[src/rtl/nx1_mem_pkg.sv]
// rtl/nx1_mem_pkg.sv - shared state encoding and memory-controller command constants
package nx1_mem_pkg;

  typedef enum logic [2:0] {
    ST_IDLE = 3'd0,
    ST_WDAT = 3'd1,
    ST_CMD  = 3'd2,
    ST_WDRN = 3'd3,
    ST_RDAT = 3'd4
  } state_t;

  localparam logic [2:0] INSTR_WR = 3'b000;
  localparam logic [2:0] INSTR_RD = 3'b001;

  // Seven bits so a 64-word burst count never wraps.
  localparam int CNT_W = 7;

  localparam logic [29:0] ADDR_ALIGN = 30'h3FFF_FFFC;

endpackage

[src/rtl/nx1_marb.sv]
// rtl/nx1_marb.sv - CPU/video arbiter and sequencer for the single memory-controller command port
module nx1_marb
  import nx1_mem_pkg::*;
#(
  parameter int V_BL    = 8,
  parameter bit V_FIRST = 1'b1
) (
  input  logic        mem_clk,
  input  logic        mem_rst_n,
  input  logic        mem_init_done,
  output logic        mem_cmd_en,
  output logic [2:0]  mem_cmd_instr,
  output logic [5:0]  mem_cmd_bl,
  output logic [29:0] mem_cmd_byte_addr,
  input  logic        mem_cmd_empty,
  input  logic        mem_cmd_full,
  output logic        mem_wr_en,
  output logic [3:0]  mem_wr_mask,
  output logic [31:0] mem_wr_data,
  input  logic        mem_wr_full,
  output logic        mem_rd_en,
  input  logic [31:0] mem_rd_data,
  input  logic        mem_rd_empty,
  input  logic        c_req,
  input  logic        c_wr,
  input  logic [29:0] c_addr,
  input  logic [3:0]  c_mask,
  input  logic [31:0] c_wdata,
  output logic        c_ack,
  output logic [31:0] c_rdata,
  input  logic        v_req,
  input  logic [29:0] v_addr,
  output logic        v_rvalid,
  output logic [31:0] v_rdata,
  output logic        v_ack,
  output logic        busy
);

  localparam logic [5:0]       V_CMD_BL = 6'(V_BL - 1);
  localparam logic [CNT_W-1:0] V_LAST   = CNT_W'(V_BL);

  state_t           state;
  logic             rr;
  logic             sel_video;
  logic             sel_wr;
  logic [CNT_W-1:0] cnt;
  logic [CNT_W-1:0] cnt_nxt;
  logic             grant_v;
  logic             rd_pop;

  // rr names the side that wins the next tie: 1 = video, 0 = CPU.
  assign grant_v    = v_req && (!c_req || rr);
  assign mem_cmd_en = (state == ST_CMD) && !mem_cmd_full;
  assign mem_wr_en  = (state == ST_WDAT) && !mem_wr_full;
  assign rd_pop     = (state == ST_RDAT) && !mem_rd_empty;
  assign mem_rd_en  = rd_pop;
  assign busy       = (state != ST_IDLE);
  assign cnt_nxt    = cnt + 1'b1;

  always_ff @(posedge mem_clk or negedge mem_rst_n) begin
    if (!mem_rst_n) begin
      state             <= ST_IDLE;
      rr                <= V_FIRST;
      sel_video         <= 1'b0;
      sel_wr            <= 1'b0;
      cnt               <= '0;
      mem_cmd_instr     <= 3'b000;
      mem_cmd_bl        <= 6'd0;
      mem_cmd_byte_addr <= 30'd0;
      mem_wr_mask       <= 4'd0;
      mem_wr_data       <= 32'd0;
      c_ack             <= 1'b0;
      c_rdata           <= 32'd0;
      v_rvalid          <= 1'b0;
      v_rdata           <= 32'd0;
      v_ack             <= 1'b0;
    end else begin
      c_ack    <= 1'b0;
      v_ack    <= 1'b0;
      v_rvalid <= 1'b0;
      case (state)
        ST_IDLE: begin
          if (mem_init_done && (c_req || v_req)) begin
            sel_video <= grant_v;
            rr        <= !grant_v;
            if (grant_v) begin
              sel_wr            <= 1'b0;
              mem_cmd_instr     <= INSTR_RD;
              mem_cmd_bl        <= V_CMD_BL;
              mem_cmd_byte_addr <= v_addr & ADDR_ALIGN;
              state             <= ST_CMD;
            end else begin
              sel_wr            <= c_wr;
              mem_cmd_instr     <= c_wr ? INSTR_WR : INSTR_RD;
              mem_cmd_bl        <= 6'd0;
              mem_cmd_byte_addr <= c_addr & ADDR_ALIGN;
              mem_wr_mask       <= c_mask;
              mem_wr_data       <= c_wdata;
              state             <= c_wr ? ST_WDAT : ST_CMD;
            end
          end
        end
        ST_WDAT: begin
          if (!mem_wr_full) state <= ST_CMD;
        end
        ST_CMD: begin
          if (!mem_cmd_full) begin
            cnt   <= '0;
            state <= sel_wr ? ST_WDRN : ST_RDAT;
          end
        end
        ST_WDRN: begin
          // Ack only after the controller has drained the write command.
          if (mem_cmd_empty) begin
            c_ack <= 1'b1;
            state <= ST_IDLE;
          end
        end
        ST_RDAT: begin
          if (rd_pop) begin
            cnt <= cnt_nxt;
            if (sel_video) begin
              v_rvalid <= 1'b1;
              v_rdata  <= mem_rd_data;
              if (cnt_nxt == V_LAST) begin
                v_ack <= 1'b1;
                state <= ST_IDLE;
              end
            end else begin
              c_rdata <= mem_rd_data;
              c_ack   <= 1'b1;
              state   <= ST_IDLE;
            end
          end
        end
        default: state <= ST_IDLE;
      endcase
    end
  end

endmodule

[config.mk]
export PLATFORM = sky130hd
export DESIGN_NAME = nx1_marb
export DESIGN_NICKNAME = d
export VERILOG_FILES = /design/src/rtl/nx1_mem_pkg.sv /design/src/rtl/nx1_marb.sv
export SDC_FILE = /design/constraint.sdc
export NUM_CORES = 1
export LEC_CHECK = 0
export CAP_MARGIN = 20
export CORE_UTILIZATION = 35
export DETAILED_ROUTE_END_ITERATION = 8
export PLACE_DENSITY = 0.73
export SYNTH_ARGS = -nofsm -noshare
export SYNTH_HDL_FRONTEND = slang
export SYNTH_SLANG_ARGS = --single-unit
[constraint.sdc]
create_clock -name mem_clk -period 1.9 [get_ports mem_clk]
set_input_delay 0.285 -clock mem_clk [delete_from_list [all_inputs] [get_ports mem_clk]]
set_output_delay 0.285 -clock mem_clk [all_outputs]
set_load 0.02 [all_outputs]
==> results of run 1 <==
[area by class of cell]
class | count | area share [%]
multi-input combinational | 269 | 22.5
clock buffer | 18 | 4.39
sequential | 145 | 37.2
clock inverter | 14 | 2.06
timing repair buffer | 301 | 30.9
tap | 220 | 2.82
inverter | 7 | 0.269
[registers in the layout, summed over array words and instances (netlist names), 3 cells and up]
signal	cells
c_rdata	32
cnt	7
mem_cmd_byte_addr	28
mem_wr_data	32
mem_wr_mask	4
state	3
v_rdata	32
[per-layer routing]
layer | vias to the layer above | share of wire [%]
met5 | - | 0
met4 | 0 | 1.7
met3 | 22 | 7.4
met2 | 202 | 53
met1 | 2230 | 38
li1 | 2137 | -
[placed cells by master, fill, tap and decap left out, types with 3 or more instances in the layout]
| master | count |
|---|---|
| clkdlybuf4s50_1 | 266 |
| dfrtp_1 | 141 |
| mux2_2 | 97 |
| nor2_1 | 37 |
| mux2i_1 | 30 |
| a21oi_1 | 30 |
| buf_4 | 21 |
| clkbuf_16 | 17 |
| o21ai_0 | 15 |
| nand2_1 | 13 |
| conb_1 | 7 |
| buf_12 | 7 |
| inv_1 | 5 |
| mux2_1 | 4 |
| bufinv_16 | 4 |
| clkinv_2 | 3 |
| inv_6 | 3 |
| dfrtp_2 | 3 |
[where the power goes]
part           total (uW)  switching [uW]  internal (uW)
Clock                3560            1330           2230
Sequential           5260             774           4490
Combinational        7470            3550           3920
Total               16300            5650          10600
[critical path: cells and delay by family, from the launching register on]
family | cells | cell delay (ns)
flip-flops | 1 | 0.42
AO/OA/AOI/OAI | 1 | 0.26
multiplexers | 1 | 0.29
AND/OR/NAND/NOR | 2 | 0.54
adder cells (fa/ha/maj) | 1 | 0.21
[kinds of logic (layout without fill, tap and decap cells)]
family / after synthesis / after routing / share of synthesized area (%)
buffers and inverters: 37 / 340 / 3.43
AO/OA/AOI/OAI: 58 / 58 / 5.49
adder cells (fa/ha/maj): 1 / 1 / 0.209
AND/OR/NAND/NOR: 71 / 71 / 5.74
multiplexers: 132 / 132 / 24.3
other: 1 / 7 / 0.0628
flip-flops: 145 / 145 / 60.8
[worst paths after layout]
path                             endpoint  slack (ns)  cells after the start
max                              state[2]        0.07                      5
min                           v_rdata[30]        0.36                      2
max reg2reg                      state[2]        0.07                      5
min reg2reg                   c_rdata[19]        0.48                      1
max in group asynchronous  mem_wr_data[2]        0.91                      3
min in group mem_clk       mem_wr_data[8]        0.47                      2
[stage by stage]
step,TNS (ns),hold slack [ns]
5_1_grt,-0.0283,0.396
2_1_floorplan,0,-0.0106
3_3_place_gp,-0.0824,0.255
3_5_place_dp,-0.0889,0.265
4_1_cts,0,0.384
6_report,0,0.361
[what timing repair did]
| item | in CTS | in global routing |
|---|---|---|
| hold buffers | 1 | 0 |
| setup endpoints to repair | 7 | 6 |
| pin swaps | 1 | 3 |
| buffers inserted | 0 | 3 |
| gates resized for setup | 12 | 10 |
| endpoints found under the hold margin | 42 | 0 |
==> flow_summary_export.csv, run 1 <==
group,metric,value,unit
yosys,synth-seq-cells,145,
yosys,synth_cell_type_count,43,
layout,layout.cells.non_filler,974,
outcome,run_status,"complete, no violations",
placed_design,dpl-instance-area,0.00912,mm^2
timing,hold_violations,0,
layout,seq_area,0.00363,mm^2
layout,nets,880,
yosys,synth_edf_count,0,
yosys,synth_most_common_cell,"dfrtp_1",
detailed_routing,vias_per_cell,4.71,
layout,fillCellCount,1302,
placed_design,numPortBuffers,272,
setup_path,crit_path_end_kind,"flip-flop",
detailed_routing,dr.pass1.iters,4,
die,fp.dieArea,0.0176,mm^2
setup_path,slowest_delay,0.45,ns
setup_path,critPathKind,"reg2reg",
detailed_routing,routed-via-count,4591,
timing,clock_skew,0.0129,ns
grt,grt_first_pass_wirelength,24800,um
layout,area_growth,63.7,%
min_path,hold_class,"in2async",
power_and_ir_drop,ir_worst_vdd,0.710,mV
die,die_w,133,um
clock_tree,numCtsBuffers,17,
setup_path,cp_data_arrival_time,2.12,ns
setup_path,cp_slowest_cell,"or4_4",
clock_tree,cts_sinks,145,
setup_path,startpoint,"cnt[0]",
run,drv_cap,0,
die,rows,47,
yosys,synth-seq-area-share,60.8,%
timing,period_share,96.4,%
layout,layout-drive-gt1-share,23.9,%
yosys,yosys-top-cells-count,"dfrtp_1, mux2_2, nor2_1",
setup_path,cp_max_fo,5,
layout,final_area,0.00978,mm^2
placed_design,placedCellCount,939,
layout,n_antenna_cell,0,
grt,grt_max_degree,48,
timing,setup_violations,0,
clock_tree,htreeDepth,4,
die,initial_core_util,35.9,%
yosys,yosysTopAreaCell,"dfrtp_1",
clock_tree,cts_root_buf,"clkbuf_16",
layout,multiInputGateArea,0.00220,mm^2
placed_design,hpwlAfterDp,11500,um
grt,use_met3,5.52,%
timing,max_freq,546,MHz
die,design.core.area,0.0166,mm^2
grt,grt_busiest_layer,"met2",
grt,antenna_found_initial,0,
timing,slew_headroom,66.7,%
setup_path,cp_cell_sequence,"ha_2, nand2_1, or4_4, a31o_4, mux2_4",
clock_tree,cts_tree,"yes",
yosys,syn_inst,445,
grt,overflow,0,
power_and_ir_drop,power.total,16300,uW
yosys,netlist.area_leader.share,60.3,%
setup_path,r2r-start,"cnt[0]",
yosys,yosysWarnings,0,
grt,gr-usage-met2,32.3,%
power_and_ir_drop,p_leak,0.00427,uW
setup_path,worstSetupStartpointType,"flip-flop",
grt,grt_pass1_vias,4933,
detailed_routing,wl_per_cell,15.6,um
setup_path,worstPathRequired,2.19,ns
placed_design,pre_cts_slack,-0.0717,ns
yosys,synth.area.top_cells,"dfrtp_1, mux2_2, mux2i_1, a21oi_1, nor2_1",
detailed_routing,ant_nets,0,
power_and_ir_drop,power.density,1670,mW/mm^2
timing,timing.final.ws_setup,0.0687,ns
layout,fin_util,58.8,%
yosys,synth_ff_type,"dfrtp_1",
clock_tree,path_clk_slew,0.06,ns
grt,grtUsageTotal,18.1,%
yosys,syn_avg_cell_area,13.4,um^2
placed_design,place_congestion,0.831,
die,pin_count,284,
die,die_h,133,um
timing,worst_slew_pin_slew,0.497,ns
detailed_routing,drtIter0Drc,131,
detailed_routing,routed_wl,15200,um
timing,period_needed,1.83,ns
timing,slew_violations,0,
grt,use_met1,20.1,%
clock_tree,cts_buffer_depth,2,
detailed_routing,drc,0,
clock_tree,clock_latency,0.41,ns
yosys,synth-async-reset-ratio,100,%
yosys,syn_area,0.00597,mm^2
Note: power is estimated with default switching activity, not from simulation.
==> run 2: changes to the inputs <==
--- a/config.mk
+++ b/config.mk
@@ -5,6 +5,7 @@
 export SDC_FILE = /design/constraint.sdc
 export NUM_CORES = 1
 export LEC_CHECK = 0
+export ABC_CLOCK_PERIOD_IN_PS = 1900
 export CAP_MARGIN = 20
 export CORE_UTILIZATION = 35
 export DETAILED_ROUTE_END_ITERATION = 8
==> results of run 2 <==
Same layout as run 1: the final DEF is identical, and so are final timing and power.
